$ cat src/rtl/filtro_ctrl_seq.sv
// Micro-op sequencer for the shared multiply-add IIR datapath: sample-period counter,
// tick generation and a Moore FSM that issues the mux selects and register enables.
module filtro_ctrl_seq #(
    parameter int CLK_DIV = 10000,
    parameter int CNT_W   = 16
) (
    input  logic       clk,
    input  logic       reset,
    input  logic       run,
    output logic       sample_tick,
    output logic       en1,
    output logic       en2,
    output logic       en3,
    output logic       en4,
    output logic       en5,
    output logic       en6,
    output logic       en7,
    output logic [2:0] selmuxS,
    output logic [1:0] selmuxC,
    output logic [2:0] selmuxZ,
    output logic       busy,
    output logic       done
);

    typedef enum logic [3:0] {
        IDLE, SHIFT, I1, W1, I2, W2, I3, W3, I4, W4, I5, W5, DONE
    } state_t;

    state_t           state;
    state_t           next_state;
    logic [CNT_W-1:0] count;

    logic [7:1] en_q;
    logic [7:1] n_en;
    logic [2:0] n_s;
    logic [1:0] n_c;
    logic [2:0] n_z;
    logic       n_busy;
    logic       n_done;

    assign sample_tick = run && (count == CNT_W'(CLK_DIV - 1));

    // Ticks outside IDLE are ignored; every other state just walks the schedule.
    always_comb begin
        next_state = IDLE;
        case (state)
            IDLE:    next_state = sample_tick ? SHIFT : IDLE;
            SHIFT:   next_state = I1;
            I1:      next_state = W1;
            W1:      next_state = I2;
            I2:      next_state = W2;
            W2:      next_state = I3;
            I3:      next_state = W3;
            W3:      next_state = I4;
            I4:      next_state = W4;
            W4:      next_state = I5;
            I5:      next_state = W5;
            W5:      next_state = DONE;
            DONE:    next_state = IDLE;
            default: next_state = IDLE;
        endcase
    end

    // Decode of the upcoming state, so outputs are registered alongside it.
    // An I/W pair shares selects; only the W half captures the result.
    always_comb begin
        n_en   = '0;
        n_s    = 3'd0;
        n_c    = 2'd0;
        n_z    = 3'd0;
        n_busy = (next_state != IDLE);
        n_done = (next_state == DONE);
        case (next_state)
            SHIFT: begin
                n_en[3] = 1'b1;
                n_en[4] = 1'b1;
            end
            I1, W1: begin n_s = 3'd1; n_c = 2'd0; n_z = 3'd1; end
            I2, W2: begin n_s = 3'd2; n_c = 2'd1; n_z = 3'd2; end
            I3, W3: begin n_s = 3'd1; n_c = 2'd2; n_z = 3'd5; end
            I4, W4: begin n_s = 3'd2; n_c = 2'd3; n_z = 3'd3; end
            I5, W5: begin n_s = 3'd4; n_c = 2'd0; n_z = 3'd4; end
            default: ;
        endcase
        case (next_state)
            W1:      n_en[5] = 1'b1;
            W2:      n_en[2] = 1'b1;
            W3:      n_en[6] = 1'b1;
            W4:      n_en[7] = 1'b1;
            W5:      n_en[1] = 1'b1;
            default: ;
        endcase
    end

    always_ff @(posedge clk) begin
        if (!reset) begin
            state   <= IDLE;
            count   <= '0;
            en_q    <= '0;
            selmuxS <= 3'd0;
            selmuxC <= 2'd0;
            selmuxZ <= 3'd0;
            busy    <= 1'b0;
            done    <= 1'b0;
        end else begin
            if (!run || sample_tick)
                count <= '0;
            else
                count <= count + CNT_W'(1);
            state   <= next_state;
            en_q    <= n_en;
            selmuxS <= n_s;
            selmuxC <= n_c;
            selmuxZ <= n_z;
            busy    <= n_busy;
            done    <= n_done;
        end
    end

    assign en1 = en_q[1];
    assign en2 = en_q[2];
    assign en3 = en_q[3];
    assign en4 = en_q[4];
    assign en5 = en_q[5];
    assign en6 = en_q[6];
    assign en7 = en_q[7];

endmodule

$ cat config.mk
export PLATFORM = sky130hd
export DESIGN_NAME = filtro_ctrl_seq
export DESIGN_NICKNAME = d
export VERILOG_FILES = /design/src/rtl/filtro_ctrl_seq.sv
export SDC_FILE = /design/constraint.sdc
export NUM_CORES = 1
export LEC_CHECK = 0
export CORE_MARGIN = 4
export CORE_UTILIZATION = 32
export CTS_CLUSTER_SIZE = 8
export DETAILED_ROUTE_END_ITERATION = 7
export GPL_TIMING_DRIVEN = 1
export PLACE_DENSITY_LB_ADDON = 0.3
export SETUP_SLACK_MARGIN = 0.05
export SYNTH_ARGS = -nofsm -noshare
export SYNTH_HDL_FRONTEND = slang
export SYNTH_SLANG_ARGS = --single-unit
$ cat constraint.sdc
create_clock -name clk -period 1.9 [get_ports clk]
set_input_delay 0.285 -clock clk [delete_from_list [all_inputs] [get_ports clk]]
set_output_delay 0.285 -clock clk [all_outputs]
set_load 0.01 [all_outputs]
=== Word level (Yosys, flattened, before mapping) ===
Index checks and enable logic that the tools add are counted.

* Add/sub/neg operators: 1
* Equal/unequal tests: 24
* Bitwise gates (word level): 1
* Reductions and logical operators: 13
* Muxes and demuxes: 11

{| class="wikitable"
|+ Operator list
! operator !! count
|-
| one-hot mux 4 bit (12 select lines) || 1
|-
| equality test 4 bit, second input constant || 9
|-
| equality test 4 x 3 -> 1 bit, second input constant || 8
|-
| adder 16 x 1 -> 16 bit, second input constant || 1
|-
| equality test 16 x 14 -> 1 bit, second input constant || 1
|-
| equality test 4 x 2 -> 1 bit, second input constant || 4
|-
| one-hot mux 3 bit (5 select lines) || 1
|-
| OR reduction 2 bit || 6
|-
| one-hot mux 3 bit (3 select lines) || 1
|-
| equality test 4 x 1 -> 1 bit, second input constant || 2
|-
| OR reduction 4 bit || 2
|-
| two-way mux 1 bit || 6
|-
| one-hot mux 2 bit (3 select lines) || 1
|-
| zero test 4 bit || 1
|-
| nonzero test 4 bit || 1
|-
| two-way mux 2 bit || 1
|-
| logical AND 1 bit || 1
|-
| zero test 1 bit || 1
|-
| logical OR 1 bit || 1
|-
| NOT 1 bit || 1
|}

* Register bits after elaboration: 37
* Logic and storage cells: 58
* Output and inout port bits: 18

=== Logic depth before layout (Yosys ltp) ===
* Depth in word-level cells: 7
* Depth in mapped cells: 8

=== Worst setup path before layout ===
No wires, ideal clock.

* Path type: register to register
* From: reg count[4]
* To: reg count[15]
* Data required time: 1.785 ns
* Buffers on the path: 1
* Setup slack: 0.095 ns
* Library setup time: 0.115 ns
* Arrival time: 1.690 ns
* Cell stages (with the launch flop): 6
* Cells stage by stage: dfxtp_1 or4_4 or4_4 nand3_4 buf_6 nor2_1

* Word-level cells in the longest chain between the ends: 4

{| class="wikitable"
|+ Ends and longest elaborated chain
! item !! RTL line !! source
|-
| start, declared || 31 || <nowiki>logic [CNT_W-1:0] count;</nowiki>
|-
| start signal, assigned || 109 || <nowiki>count <= count + CNT_W'(1);</nowiki>
|-
| parallel branches: the longest is 4 deep, another holds adder 16 x 1 -> 16 bit || -- ||
|}

Parallel ways; which one is timed is not known.
A chain may end at the register's enable or synchronous reset.

=== Final worst setup path ===
* From: reg count[14]
* To: out sample_tick

* Word-level cells in the longest chain between the ends: 2

{| class="wikitable"
|+ Ends and longest elaborated chain
! item !! RTL line !! source
|-
| equality test 16 x 14 -> 1 bit || 41 || <nowiki>assign sample_tick = run && (count == CNT_W'(CLK_DIV - 1));</nowiki>
|-
| logical AND 1 bit || 41 ||
|-
| end, declared || 10 || <nowiki>output logic sample_tick,</nowiki>
|}

Every way passes these cells.

==> impl_metrics.toml <==
[outcome]
outcome = "finished with violations"
failed_checks = "negative setup slack"

[route]
drt-wirelength-per-cell_um = 11.6
drt_iter0_drc = 72
via_count = 1147
route.detailed.vias_per_inst = 4.74
drc = 0
remaining_antenna_violation_count_after_routing = 0
routed_wirelength_um = 2810
drt-pass1-iter-count = 4

[pwr]
vdd.ir_drop.worst_mv = 0.333
clkPwrFrac_pct = 43.4
switching_power_uw = 274
p_int_uw = 1080
p_per_area_mw_per_mm2 = 702
p_leak_uw = 0.000736
switching_share_pct = 20.3
power.share.combinational_pct = 2.2
seq_power_share_pct = 54.4

[synthesis]
count_of_synthesis_stage_warnings_from_yosys = 0
synth.lib_cells_used.distinct = 32
synth.cell_area_sq_mm = 0.00143
ffs_latches_synth = 35
post_synth.cell_area_avg_sq_um = 9.75
synth-async-reset-ratio_pct = 0
synth_top_cells_by_area = "dfxtp_1 (49%), xnor2_1 (7.3%), nor2_1 (5.2%)"
yosys-top-cells-count = "dfxtp_1 (35), nor2_1 (20), xnor2_1 (12)"
synth.net_count = 155
number_of_enable_flip_flop_cells_after_synthesis = 0
synth.yosys.seq_area_share_pct = 48.9
ys_dominant_reg_cell = "dfxtp_1"
synth_largest_area_cell = "dfxtp_1"
yosysMostFrequentCell = "dfxtp_1"
synth.top_cell.area_share_pct = 48.9
synthesized_instance_count = 147

[worst_setup_path]
endpoint = "sample_tick"
cp_max_fo = 2
timing.critical_path.cells = "or4_4, nor4_4, buf_2"
critPathLaunchType = "flop"
crit_path_top_delay_cell = "or4_4"
crit_arrival_ns = 1.63
maximum_cell_stage_delay_along_the_critical_path_ns = 0.54
ff2ff_setup_slack_ns = 0.13
crit_required_ns = 1.62
r2r.worst_path.cells = 4
timing.rr.end = "count[15]"
setup.worst_path.start = "count[14]"
worst_setup_path_category = "reg2out"
r2r-start = "count[14]"
worstSetupEndpointType = "output pin"

[final_layout]
layout.filler_cells = 407
post-route-cell-area_sq_mm = 0.00193
drive_gt1_share_pct = 20.0
insertedDiodeCount = 0
finalCoreUtilization_pct = 44.3
nets = 197
fin_cells = 242
area_growth_syn_to_layout_pct = 34.6

[placement]
placed_cell_area_sq_mm = 0.00181
place_hpwl_um = 2130
port_buf_inserts = 20
preCtsSetupSlack_ns = -0.144
routabilityCongestion = 0.767
place_inst = 234

[cts]
hold_buffers = 0
worst_setup_hold_path_clk_slew_ns = 0.07
clk-insertion-delay-late_ns = 0.28
cts_htree_levels = 2
cts-root-buf = "clkbuf_8"
ctsLongestPathBuffers = 2
cts_inserted_buffers = 5
tritoncts = "built"
number_of_sinks_on_the_clock_net = 35

[die]
floorplan.rows = 24
floorplan.initialDensity_pct = 32.9
die_w_um = 74.9
die_height_um = 74.9
i_o_pin_count = 21
design.core.area_sq_mm = 0.00435
floorplan_die_area_sq_mm = 0.00561

[timing]
post-route-min-period_ns = 1.91
tns_ns = -0.0113
hold_viol_final = 0
min_period_over_period_pct = 101
slew_headroom_pct = 74.8
timing.final.max_slew_violations = 0
fin_worst_skew_ns = 0.00581
maxClockFrequency_mhz = 523
transition_time_of_the_tightest_slew_check_pin_ns = 0.377
postLayoutSetupSlackWorst_ns = -0.0113
setup_violations = 1
rsz_0062_raised_after_global_routing = "yes"

[job]
max-cap-violations = 0

[grt]
grt_max_degree = 17
gr-usage-all-layers_pct = 11.3
global_route.overflow_total = 0
grt_antenna_before_repair = 0
wire_length_of_the_first_global_routing_pass_um = 4710
vias_in_the_first_global_route = 1090

[hold_path]
min_path_type = "reg2reg"
[flip-flops by register name, summed over array words and instances (netlist names)]
signal   flops
count       16
en_q         6
state        4
selmuxS      3
selmuxC      2
selmuxZ      2
busy         1
done         1
[cell families (layout without fill, tap and decap cells)]
family                   Yosys count  after routing  synth area share (%)
XOR/XNOR                          15             15                  9.17
buffers and inverters             12             55                  4.19
adder cells (fa/ha/maj)            5              5                  4.37
multiplexers                       1              1                 0.699
AND/OR/NAND/NOR                   68             68                  27.4
AO/OA/AOI/OAI                     11             11                  5.24
flip-flops                        35             35                  48.9
[layout make-up]
cell class                      count  area [sq um]  area share [%]
Clock buffer                        8           100            5.19
Sequential cell                    35           703            36.5
Timing Repair Buffer               40           345            17.9
Inverter                            7          26.3            1.36
Tap cell                           52          65.1            3.37
Multi-Input combinational cell    100           688            35.7
[worst max-delay path, delay by kind of cell, from the launching register on]
family                 cells  cell delay (ns)
buffers and inverters      1             0.18
and+or+nand+nor            2             0.84
DFF                        1             0.32
[power groups by stage]
| stage | Clock [uW] | Combinational (uW) | Sequential [uW] |
|---|---|---|---|
| 2_1_floorplan | 0 | 14.0 | 754 |
| 3_3_place_gp | 0 | 28.1 | 753 |
| 3_5_place_dp | 0 | 28.6 | 753 |
| 4_1_cts | 614 | 29.0 | 736 |
| 5_1_grt | 639 | 32.6 | 736 |
| 6_report | 587 | 29.9 | 736 |
[through the flow]
stage | power, uW | hold slack [ns]
final | 1350 | 0.505
after global routing | 1410 | 0.541
after CTS | 1380 | 0.557
after detailed placement | 782 | 0.544
after global placement | 781 | 0.527
after floorplan | 768 | 0.443
[routing by layer]
layer / up-vias / global-route usage (%) / share of wire, %
li1: 586 / - / -
met5: - / 0 / 0
met1: 516 / 13.6 / 46
met2: 38 / 17.8 / 46
met4: 0 / 5.93 / 1.9
met3: 7 / 3.60 / 6.4
[cells in the final DEF, fill, tap and decap left out, types with 2 or more instances in the layout]
master            n
nor3_1            3
or4_4             3
dfxtp_2           2
nand4_1           6
inv_1             7
clkdlybuf4s50_1  19
nand2_1           7
nor4_1            4
xnor2_1          12
or3_1             2
buf_4            20
xor2_1            3
o21ai_0           3
dfxtp_1          33
and3_1            6
clkbuf_8          7
and2_1            3
nor2_1           20
nand3_1           7
ha_1              5
nor3b_1           2
[worst min-delay path by stage]
stage                     end       from  slack [ns]  cells after the start
floorplan           count[10]        run        0.44                      2
global route          en_q[4]   state[1]        0.54                      1
finish                en_q[4]   state[1]        0.50                      1
detailed placement  count[13]  count[13]        0.54                      2
global placement    count[10]  count[10]        0.53                      2
CTS                  count[0]   count[0]        0.56                      2
[what timing repair did]
action | 4_1_cts | 5_1_grt
pin swaps | 4 | 4
endpoints found under the hold margin | 0 | 0
resized for setup | 5 | 5
buffers inserted | 1 | 0
endpoints found under the setup margin | 3 | 18
(Power assumes the default switching activity.)
